<file path="src/rtl/uart_tx_scheduler.sv">
// Round-robin scheduler sharing one UART transmitter among NUM_REQ byte streams,
// with packet lock and optional source-tag bytes on source changes.
module uart_tx_scheduler #(
    parameter int         NUM_REQ    = 4,
    parameter int         SRC_W      = 2,
    parameter bit         TAG_ENABLE = 1'b1,
    parameter logic [7:0] TAG_BASE   = 8'hA0
) (
    input  logic                   clk,
    input  logic                   rst,
    input  logic [NUM_REQ-1:0]     req_valid,
    input  logic [8*NUM_REQ-1:0]   req_data,
    input  logic [NUM_REQ-1:0]     req_last,
    output logic [NUM_REQ-1:0]     req_ready,
    output logic                   uart_transmit,
    output logic [7:0]             uart_tx_byte,
    input  logic                   uart_tx_free,
    output logic                   busy,
    output logic [SRC_W-1:0]       cur_src
);

    localparam logic [2:0] S_ARB    = 3'd0;
    localparam logic [2:0] S_ISSUE  = 3'd1;
    localparam logic [2:0] S_WAITLO = 3'd2;
    localparam logic [2:0] S_WAITHI = 3'd3;
    localparam logic [2:0] S_DATA   = 3'd4;

    logic [2:0]         state_r;
    logic [SRC_W-1:0]   rr_ptr_r;
    logic               lock_r;
    logic [SRC_W-1:0]   last_src_r;
    logic               last_src_valid_r;
    logic               tag_pend_r;
    logic [SRC_W-1:0]   cur_src_r;
    logic [7:0]         tx_byte_r;
    logic               transmit_r;
    logic [NUM_REQ-1:0] req_ready_r;
    logic               busy_r;

    logic               found_s;
    logic [SRC_W-1:0]   winner_s;
    logic [SRC_W-1:0]   idx_s;
    logic               need_tag_s;
    logic [7:0]         win_data_s;
    logic               win_last_s;
    logic [7:0]         cur_data_s;
    logic               cur_last_s;

    function automatic logic [SRC_W-1:0] wrap_inc(input logic [SRC_W-1:0] v);
        if (v == SRC_W'(NUM_REQ - 1)) begin
            return {SRC_W{1'b0}};
        end else begin
            return v + SRC_W'(1);
        end
    endfunction

    function automatic logic [NUM_REQ-1:0] onehot(input logic [SRC_W-1:0] idx);
        logic [NUM_REQ-1:0] r;
        r      = {NUM_REQ{1'b0}};
        r[idx] = 1'b1;
        return r;
    endfunction

    function automatic logic [7:0] tag_of(input logic [SRC_W-1:0] idx);
        return TAG_BASE | {{(8-SRC_W){1'b0}}, idx};
    endfunction

    // Winner selection: locked source only, else first valid from rr_ptr in wrap order
    always_comb begin
        found_s  = 1'b0;
        winner_s = {SRC_W{1'b0}};
        idx_s    = rr_ptr_r;
        if (lock_r) begin
            found_s  = req_valid[cur_src_r];
            winner_s = cur_src_r;
        end else begin
            for (int k = 0; k < NUM_REQ; k++) begin
                if (!found_s && req_valid[idx_s]) begin
                    found_s  = 1'b1;
                    winner_s = idx_s;
                end else begin
                    found_s  = found_s;
                end
                idx_s = wrap_inc(idx_s);
            end
        end
    end

    // Byte/last selection for the winner and the granted source, plus tag decision
    always_comb begin
        win_data_s = req_data[{winner_s, 3'b000} +: 8];
        win_last_s = req_last[winner_s];
        cur_data_s = req_data[{cur_src_r, 3'b000} +: 8];
        cur_last_s = req_last[cur_src_r];
        if (TAG_ENABLE && (!last_src_valid_r || (winner_s != last_src_r))) begin
            need_tag_s = 1'b1;
        end else begin
            need_tag_s = 1'b0;
        end
    end

    // Scheduler FSM and all registered outputs
    always_ff @(posedge clk or negedge rst) begin
        if (!rst) begin
            state_r          <= S_ARB;
            rr_ptr_r         <= {SRC_W{1'b0}};
            lock_r           <= 1'b0;
            last_src_r       <= {SRC_W{1'b0}};
            last_src_valid_r <= 1'b0;
            tag_pend_r       <= 1'b0;
            cur_src_r        <= {SRC_W{1'b0}};
            tx_byte_r        <= 8'h00;
            transmit_r       <= 1'b0;
            req_ready_r      <= {NUM_REQ{1'b0}};
            busy_r           <= 1'b0;
        end else begin
            req_ready_r <= {NUM_REQ{1'b0}};
            transmit_r  <= 1'b0;
            case (state_r)
                S_ARB: begin
                    if (found_s) begin
                        cur_src_r <= winner_s;
                        state_r   <= S_ISSUE;
                        busy_r    <= 1'b1;
                        if (need_tag_s) begin
                            tx_byte_r  <= tag_of(winner_s);
                            tag_pend_r <= 1'b1;
                        end else begin
                            tx_byte_r   <= win_data_s;
                            req_ready_r <= onehot(winner_s);
                            lock_r      <= ~win_last_s;
                            if (win_last_s) begin
                                rr_ptr_r <= wrap_inc(winner_s);
                            end else begin
                                rr_ptr_r <= rr_ptr_r;
                            end
                        end
                    end else begin
                        busy_r <= 1'b0;
                    end
                end
                S_ISSUE: begin
                    if (uart_tx_free) begin
                        transmit_r <= 1'b1;
                        state_r    <= S_WAITLO;
                    end else begin
                        state_r <= S_ISSUE;
                    end
                end
                S_WAITLO: begin
                    // tx_free dropping is the UART taking the byte
                    if (!uart_tx_free) begin
                        state_r <= S_WAITHI;
                    end else begin
                        state_r <= S_WAITLO;
                    end
                end
                S_WAITHI: begin
                    if (uart_tx_free) begin
                        if (tag_pend_r) begin
                            tag_pend_r       <= 1'b0;
                            last_src_r       <= cur_src_r;
                            last_src_valid_r <= 1'b1;
                            state_r          <= S_DATA;
                        end else begin
                            state_r <= S_ARB;
                            busy_r  <= 1'b0;
                        end
                    end else begin
                        state_r <= S_WAITHI;
                    end
                end
                S_DATA: begin
                    // Source is still holding the byte that triggered the tag
                    tx_byte_r   <= cur_data_s;
                    req_ready_r <= onehot(cur_src_r);
                    lock_r      <= ~cur_last_s;
                    if (cur_last_s) begin
                        rr_ptr_r <= wrap_inc(cur_src_r);
                    end else begin
                        rr_ptr_r <= rr_ptr_r;
                    end
                    state_r <= S_ISSUE;
                end
                default: begin
                    state_r    <= S_ARB;
                    busy_r     <= 1'b0;
                    tag_pend_r <= 1'b0;
                    lock_r     <= 1'b0;
                end
            endcase
        end
    end

    assign req_ready     = req_ready_r;
    assign uart_transmit = transmit_r;
    assign uart_tx_byte  = tx_byte_r;
    assign busy          = busy_r;
    assign cur_src       = cur_src_r;

endmodule

</file>
<file path="config.mk">
export PLATFORM = sky130hd
export DESIGN_NAME = uart_tx_scheduler
export DESIGN_NICKNAME = d
export VERILOG_FILES = /design/src/rtl/uart_tx_scheduler.sv
export SDC_FILE = /design/constraint.sdc
export NUM_CORES = 1
export LEC_CHECK = 0
export ABC_AREA = 1
export CAP_MARGIN = 0
export CORE_ASPECT_RATIO = 1.1
export CORE_MARGIN = 4
export CORE_UTILIZATION = 50
export DETAILED_ROUTE_END_ITERATION = 6
export PLACE_DENSITY = 0.82
export SLEW_MARGIN = 20
export SYNTH_ARGS = -nofsm -noshare
export SYNTH_HDL_FRONTEND = slang
export SYNTH_SLANG_ARGS = --single-unit
</file>
<file path="constraint.sdc">
create_clock -name clk -period 3.1 [get_ports clk]
set_clock_uncertainty 0.05 [all_clocks]
set_input_delay 0.62 -clock clk [delete_from_list [all_inputs] [get_ports clk]]
set_output_delay 0.62 -clock clk [all_outputs]
set_load 0.1 [all_outputs]
</file>
==> out/qor.csv, run 1 <==
metric,value,unit
Mean Syn Cell Area,6.35,um2
vias in the first global route,2548,
min Tclk post-route,2770,ps
die footprint,5920,um2
slowest CP cell,dfrtp_1,
max-cap violation count,0,
Setup CP Type,reg -> reg,
GPL Wtd Cong,0.917,
Ant. Diodes,0,
RSZ-0062 raised after global routing,false,
Peak Freq,361,MHz
Residual DRC,0,
Critical Path Max Stage Delay,440,ps
die width,73.7,um
worst hold path cell count,1,
Num CTS Buffers,3,
CTS Sinks,26,
Max Slew Vio Count,0,
Hold Crit Class,reg -> reg,
run status,"complete, no violations",
post-route antenna net violation count,0,
clk slew on worst S/H paths,100,ps
num ports,59,
Hold Path Origin,last_src_valid_r,
"Seq/Total Area, Yosys",0.274,
vias per cell,5.39,
"Setup Fix Bufs, Post-CTS",0,
antenna violations before repair,0,
synthesized area,2380,um2
initial core utilization,0.514,
Slew HR,0.626,
global-route wire length before repair,11300,um
"Top cell by count, worst path",nand2_1,
Core ar.,4620,um2
DR iter-0 viols,223,
final wirelength,6800,um
CP endpoint kind,flop,
GRT Resource Usage Total,0.241,
Ys Warns,0,
"Distinct cells, synth",32,
First-pass DRT Iterations,4,
worst-skew pair later-pin latency,280,ps
H-tree Lvls,1,
final cycle utilization of the critical path,0.894,
Longest Clk Path Bufs,2,
Fill cells,440,
via count,2657,
"FF+latch count, synth",26,
RR Endpoint,rr_ptr_r[1],
Synthesized Nets,426,
grt ovf,0,
final core utilization,0.669,
final hold vios,0,
layout cells sized above 1,0.133,
Worst R2R Start,rr_ptr_r[1],
fin nets,490,
critical path arrival,2900,ps
Clock Tree Root,clkbuf_8,
Syn Inst Count,374,
CP Launch Type,flop,
Area growth syn-to-layout,30.0,%
Cell Rows,26,
# hold bufs at CTS,0,
Hold Crit Endpoint,last_src_valid_r,
Worst R2R Setup Slack,330,ps
height of the die,80.3,um
R2R depth,16,
drt wl/cell,13.8,um
DPL Wire Length,5220,um
worst path required time,3230,ps
setup_tns,0,ps
# setup viols final,0,
CTS tree,done,
CP max FO,16,
slew at the pin with the worst max-slew slack,557,ps
worst-path cell chain,ha_1 -> nor2_2 -> nand2_1 -> nand3_1 -> nand2_2 -> nor2_4 -> nand3_1 -> nand2_2 -> nand3_4 -> nand2_4 -> inv_2 -> ha_1 -> nand2_1 -> nand2_1 -> nand3_1 -> nand2_1,
post-CTS sizing,0,
largest net degree at the start of global routing,27,
Port Buf Inserts,58,
-- through the flow --
stage	hold WS [ps]	cell area [um2]	std cells	worst slack, ps
detailed placement	433	3020	489	110
global placement	430	3020	489	186
CTS	458	3090	493	365
finish	450	3090	493	328
floorplan	274	2380	374	586
global route	487	3090	493	101
-- area by class of cell --
cell class	count	area, um2	share of cell area
Clock inverter	1	30.0	0.00972
Sequential cell	26	651	0.211
Multi-Input combinational cell	286	1470	0.475
Clock buffer	3	41.3	0.0134
Tap cell	56	70.1	0.0227
Inverter	52	195	0.0632
Timing Repair Buffer	69	636	0.206
-- registers in the layout (all words and copies together), names as in the netlist --
name / flops
last_src_valid_r: 1
lock_r: 1
uart_transmit: 1
rr_ptr_r: 2
last_src_r: 2
state_r: 3
cur_src: 2
req_ready: 4
tag_pend_r: 1
busy: 1
uart_tx_byte: 8
-- worst max path at each step --
stage / depth (start not counted) / end / startpoint / slack (ps)
final: 16 / rr_ptr_r[1] / rr_ptr_r[1] / 330
after global routing: 19 / rr_ptr_r[0] / rr_ptr_r[1] / 100
after CTS: 16 / rr_ptr_r[1] / rr_ptr_r[1] / 370
after detailed placement: 17 / rr_ptr_r[1] / req_valid[1] / 110
after global placement: 17 / rr_ptr_r[1] / req_valid[1] / 190
after floorplan: 12 / uart_tx_byte[2] / cur_src[0] / 590
-- kinds of logic after synthesis --
family / count (synthesis) / synth area share
AND/OR/NAND/NOR: 193 / 0.381
buffers and inverters: 62 / 0.109
adder cells (fa/ha/maj): 9 / 0.0474
flip-flops: 26 / 0.274
AO/OA/AOI/OAI: 84 / 0.189
-- placed cells by master (no fill, tap or decap), types with 10 or more instances in the layout --
cell and n:
nand3_1 41, inv_1 44, a21oi_1 18, o21ai_0 44
nand2_1 91, nor2_1 32, o21ai_1 10, buf_4 26
clkdlybuf4s50_1 42, dfrtp_1 26
-- critical path: cells and delay by family (launching register included) --
kind	cells	cell delay [ps]
buffers and inverters	1	140
adder cells (fa/ha/maj)	2	550
AND/OR/NAND/NOR	13	1500
flip-flops	1	440
-- cell usage after synthesis (all sizes together) --
cell	number	share of area
o22ai	2	0.0053
clkbuf	6	0.0095
and2	1	0.0026
nand3b	2	0.0063
nand4	1	0.0026
o21ai	54	0.11
or2	1	0.0026
o21bai	4	0.013
nand2	104	0.19
a221oi	1	0.0037
nor2	37	0.072
nor3	3	0.0063
a22oi	1	0.0032
inv	49	0.077
ha	9	0.047
clkinv	3	0.0047
o31ai	1	0.0032
buf	4	0.017
o211ai	3	0.0095
nand3	44	0.10
a21oi	18	0.038
dfrtp	26	0.27
-- per-layer routing --
layer,up-vias,wire length (um),global-route usage
met5,-,0,0
met4,0,182,0.112
met3,17,349,0.0300
met2,88,3370,0.418
met1,1207,2900,0.289
li1,1345,-,-
Power of run 1 is left out: the tool's default activity adds up to more than one toggle a clock period on the data nets, which glitch-free logic cannot reach.
==> run 2: changes to the inputs <==
--- a/config.mk
+++ b/config.mk
@@ -9,9 +9,9 @@
 export CAP_MARGIN = 0
 export CORE_ASPECT_RATIO = 1.1
 export CORE_MARGIN = 4
-export CORE_UTILIZATION = 50
+export CORE_UTILIZATION = 35
 export DETAILED_ROUTE_END_ITERATION = 6
-export PLACE_DENSITY = 0.82
+export PLACE_DENSITY = 0.61
 export SLEW_MARGIN = 20
 export SYNTH_ARGS = -nofsm -noshare
 export SYNTH_HDL_FRONTEND = slang
==> run 2 against run 1 <==
Compared with the run above: critical path depth unchanged; utilization decreased by 20 points; register-to-register slack about the same; sequential cell count unchanged; via count decreased by 1.8%; first-iteration DRC count decreased by 45%.
==> out/qor.csv, run 2 (synthesis results as in run 1) <==
metric,value,unit
die width,86.6,um
RSZ-0062 raised after global routing,false,
First-pass DRT Iterations,4,
CTS Sinks,26,
CP Launch Type,flop,
# hold bufs at CTS,0,
final hold vios,0,
"Setup Fix Bufs, Post-CTS",0,
GPL Wtd Cong,0.859,
max reg flops,8,
"Top cell by count, worst path",nand2_1,
Num CTS Buffers,3,
most common library cell in the layout ignoring fill and taps,nand2_1,
height of the die,94.4,um
largest net degree at the start of global routing,27,
setup_tns,0,ps
vias in the first global route,2434,
worst hold path cell count,1,
layout cells sized above 1,0.133,
Slew HR,0.602,
Ant. Diodes,0,
grt ovf,0,
RR Endpoint,rr_ptr_r[1],
antenna violations before repair,0,
drt wl/cell,13.5,um
CP endpoint kind,flop,
Clock Tree Root,clkbuf_8,
max-cap violation count,0,
Cell Rows,31,
Hold Crit Endpoint,last_src_valid_r,
Peak Freq,361,MHz
Area growth syn-to-layout,31.4,%
worst path required time,3220,ps
initial core utilization,0.360,
critical path arrival,2890,ps
final cycle utilization of the critical path,0.893,
CTS tree,done,
fin nets,490,
DR iter-0 viols,123,
via count,2609,
Worst R2R Setup Slack,330,ps
# setup viols final,0,
Hold Path Origin,last_src_valid_r,
Port Buf Inserts,58,
final wirelength,6990,um
Setup CP Type,reg -> reg,
global-route wire length before repair,11500,um
slowest CP cell,dfrtp_1,
Hold Crit Class,reg -> reg,
CP max FO,19,
worst-path cell chain,ha_1 -> nor2_2 -> nand2_1 -> nand3_1 -> nand2_2 -> nor2_4 -> nand3_1 -> nand2_2 -> nand3_4 -> nand2_4 -> inv_2 -> ha_1 -> nand2_1 -> nand2_1 -> nand3_1 -> nand2_1,
DPL Wire Length,5540,um
slew at the pin with the worst max-slew slack,595,ps
Critical Path Max Stage Delay,440,ps
post-CTS sizing,0,
post-route antenna net violation count,0,
R2R depth,16,
worst-skew pair later-pin latency,270,ps
clk slew on worst S/H paths,90,ps
vias per cell,5.03,
min Tclk post-route,2770,ps
run status,"complete, no violations",
Longest Clk Path Bufs,2,
num ports,59,
Max Slew Vio Count,0,
Residual DRC,0,
Worst R2R Start,rr_ptr_r[1],
die footprint,8170,um2
Core ar.,6590,um2
Fill cells,703,
H-tree Lvls,1,
"commonest cells after routing, fill and taps aside","nand2_1 (91), inv_1 (44), o21ai_0 (44), clkdlybuf4s50_1 (42), nand3_1 (41)",
GRT Resource Usage Total,0.175,
[run 2: cell counts in the layout (fill, tap and decap cells not counted)]
Identical to the previous run, type by type.
[run 2: worst max-delay path: cells and delay by family (launching register included)]
| family | cells | cell delay [ps] |
|---|---|---|
| adders and majority gates | 2 | 540 |
| buffers and inverters | 1 | 150 |
| DFF | 1 | 440 |
| and+or+nand+nor | 13 | 1480 |
[run 2: layout make-up]
type | count | area (um2) | area share
Clock buffer | 3 | 41.3 | 0.0132
Clock inverter | 1 | 30.0 | 0.00962
Inverter | 52 | 195 | 0.0625
Multi-Input combinational cell | 286 | 1470 | 0.470
Sequential cell | 26 | 651 | 0.208
Tap cell | 82 | 103 | 0.0329
Timing Repair Buffer | 69 | 636 | 0.204
[run 2: worst max path at each step]
stage	startpoint	end	slack, ps	cells after the start
finish	rr_ptr_r[1]	rr_ptr_r[1]	330	16
floorplan	cur_src[0]	uart_tx_byte[2]	590	12
global route	rr_ptr_r[1]	uart_tx_byte[1]	30	18
detailed placement	req_valid[1]	rr_ptr_r[1]	80	17
CTS	rr_ptr_r[1]	rr_ptr_r[1]	320	16
global placement	req_valid[1]	uart_tx_byte[1]	130	19
[run 2: metal layers]
metal	part of all wire	vias up	global-route usage
met4	0.018	0	0.0506
li1	-	1339	-
met3	0.054	10	0.0227
met1	0.43	1171	0.222
met2	0.50	89	0.309
met5	0	-	0
[run 2: stage by stage]
stage	cells	hold slack [ps]	setup slack, ps	utilization	instance area [um2]
final	519	449	331	0.473	3120
after floorplan	374	274	586	-	2380
after global routing	519	470	31.8	0.473	3120
after CTS	519	452	325	0.473	3120
after detailed placement	515	426	77.6	0.463	3050
after global placement	515	426	129	0.463	3050
Power of run 2 is left out for the same reason.
==> run 3: changes to the inputs <==
--- a/config.mk
+++ b/config.mk
@@ -9,9 +9,9 @@
 export CAP_MARGIN = 0
 export CORE_ASPECT_RATIO = 1.1
 export CORE_MARGIN = 4
-export CORE_UTILIZATION = 35
+export CORE_UTILIZATION = 50
 export DETAILED_ROUTE_END_ITERATION = 6
-export PLACE_DENSITY = 0.61
+export PLACE_DENSITY = 0.82
 export SLEW_MARGIN = 20
 export SYNTH_ARGS = -nofsm -noshare
 export SYNTH_HDL_FRONTEND = slang
==> results of run 3 <==
The final DEF is identical to that of run 1; final timing and power are the same.
Power of run 3 is left out for the same reason.
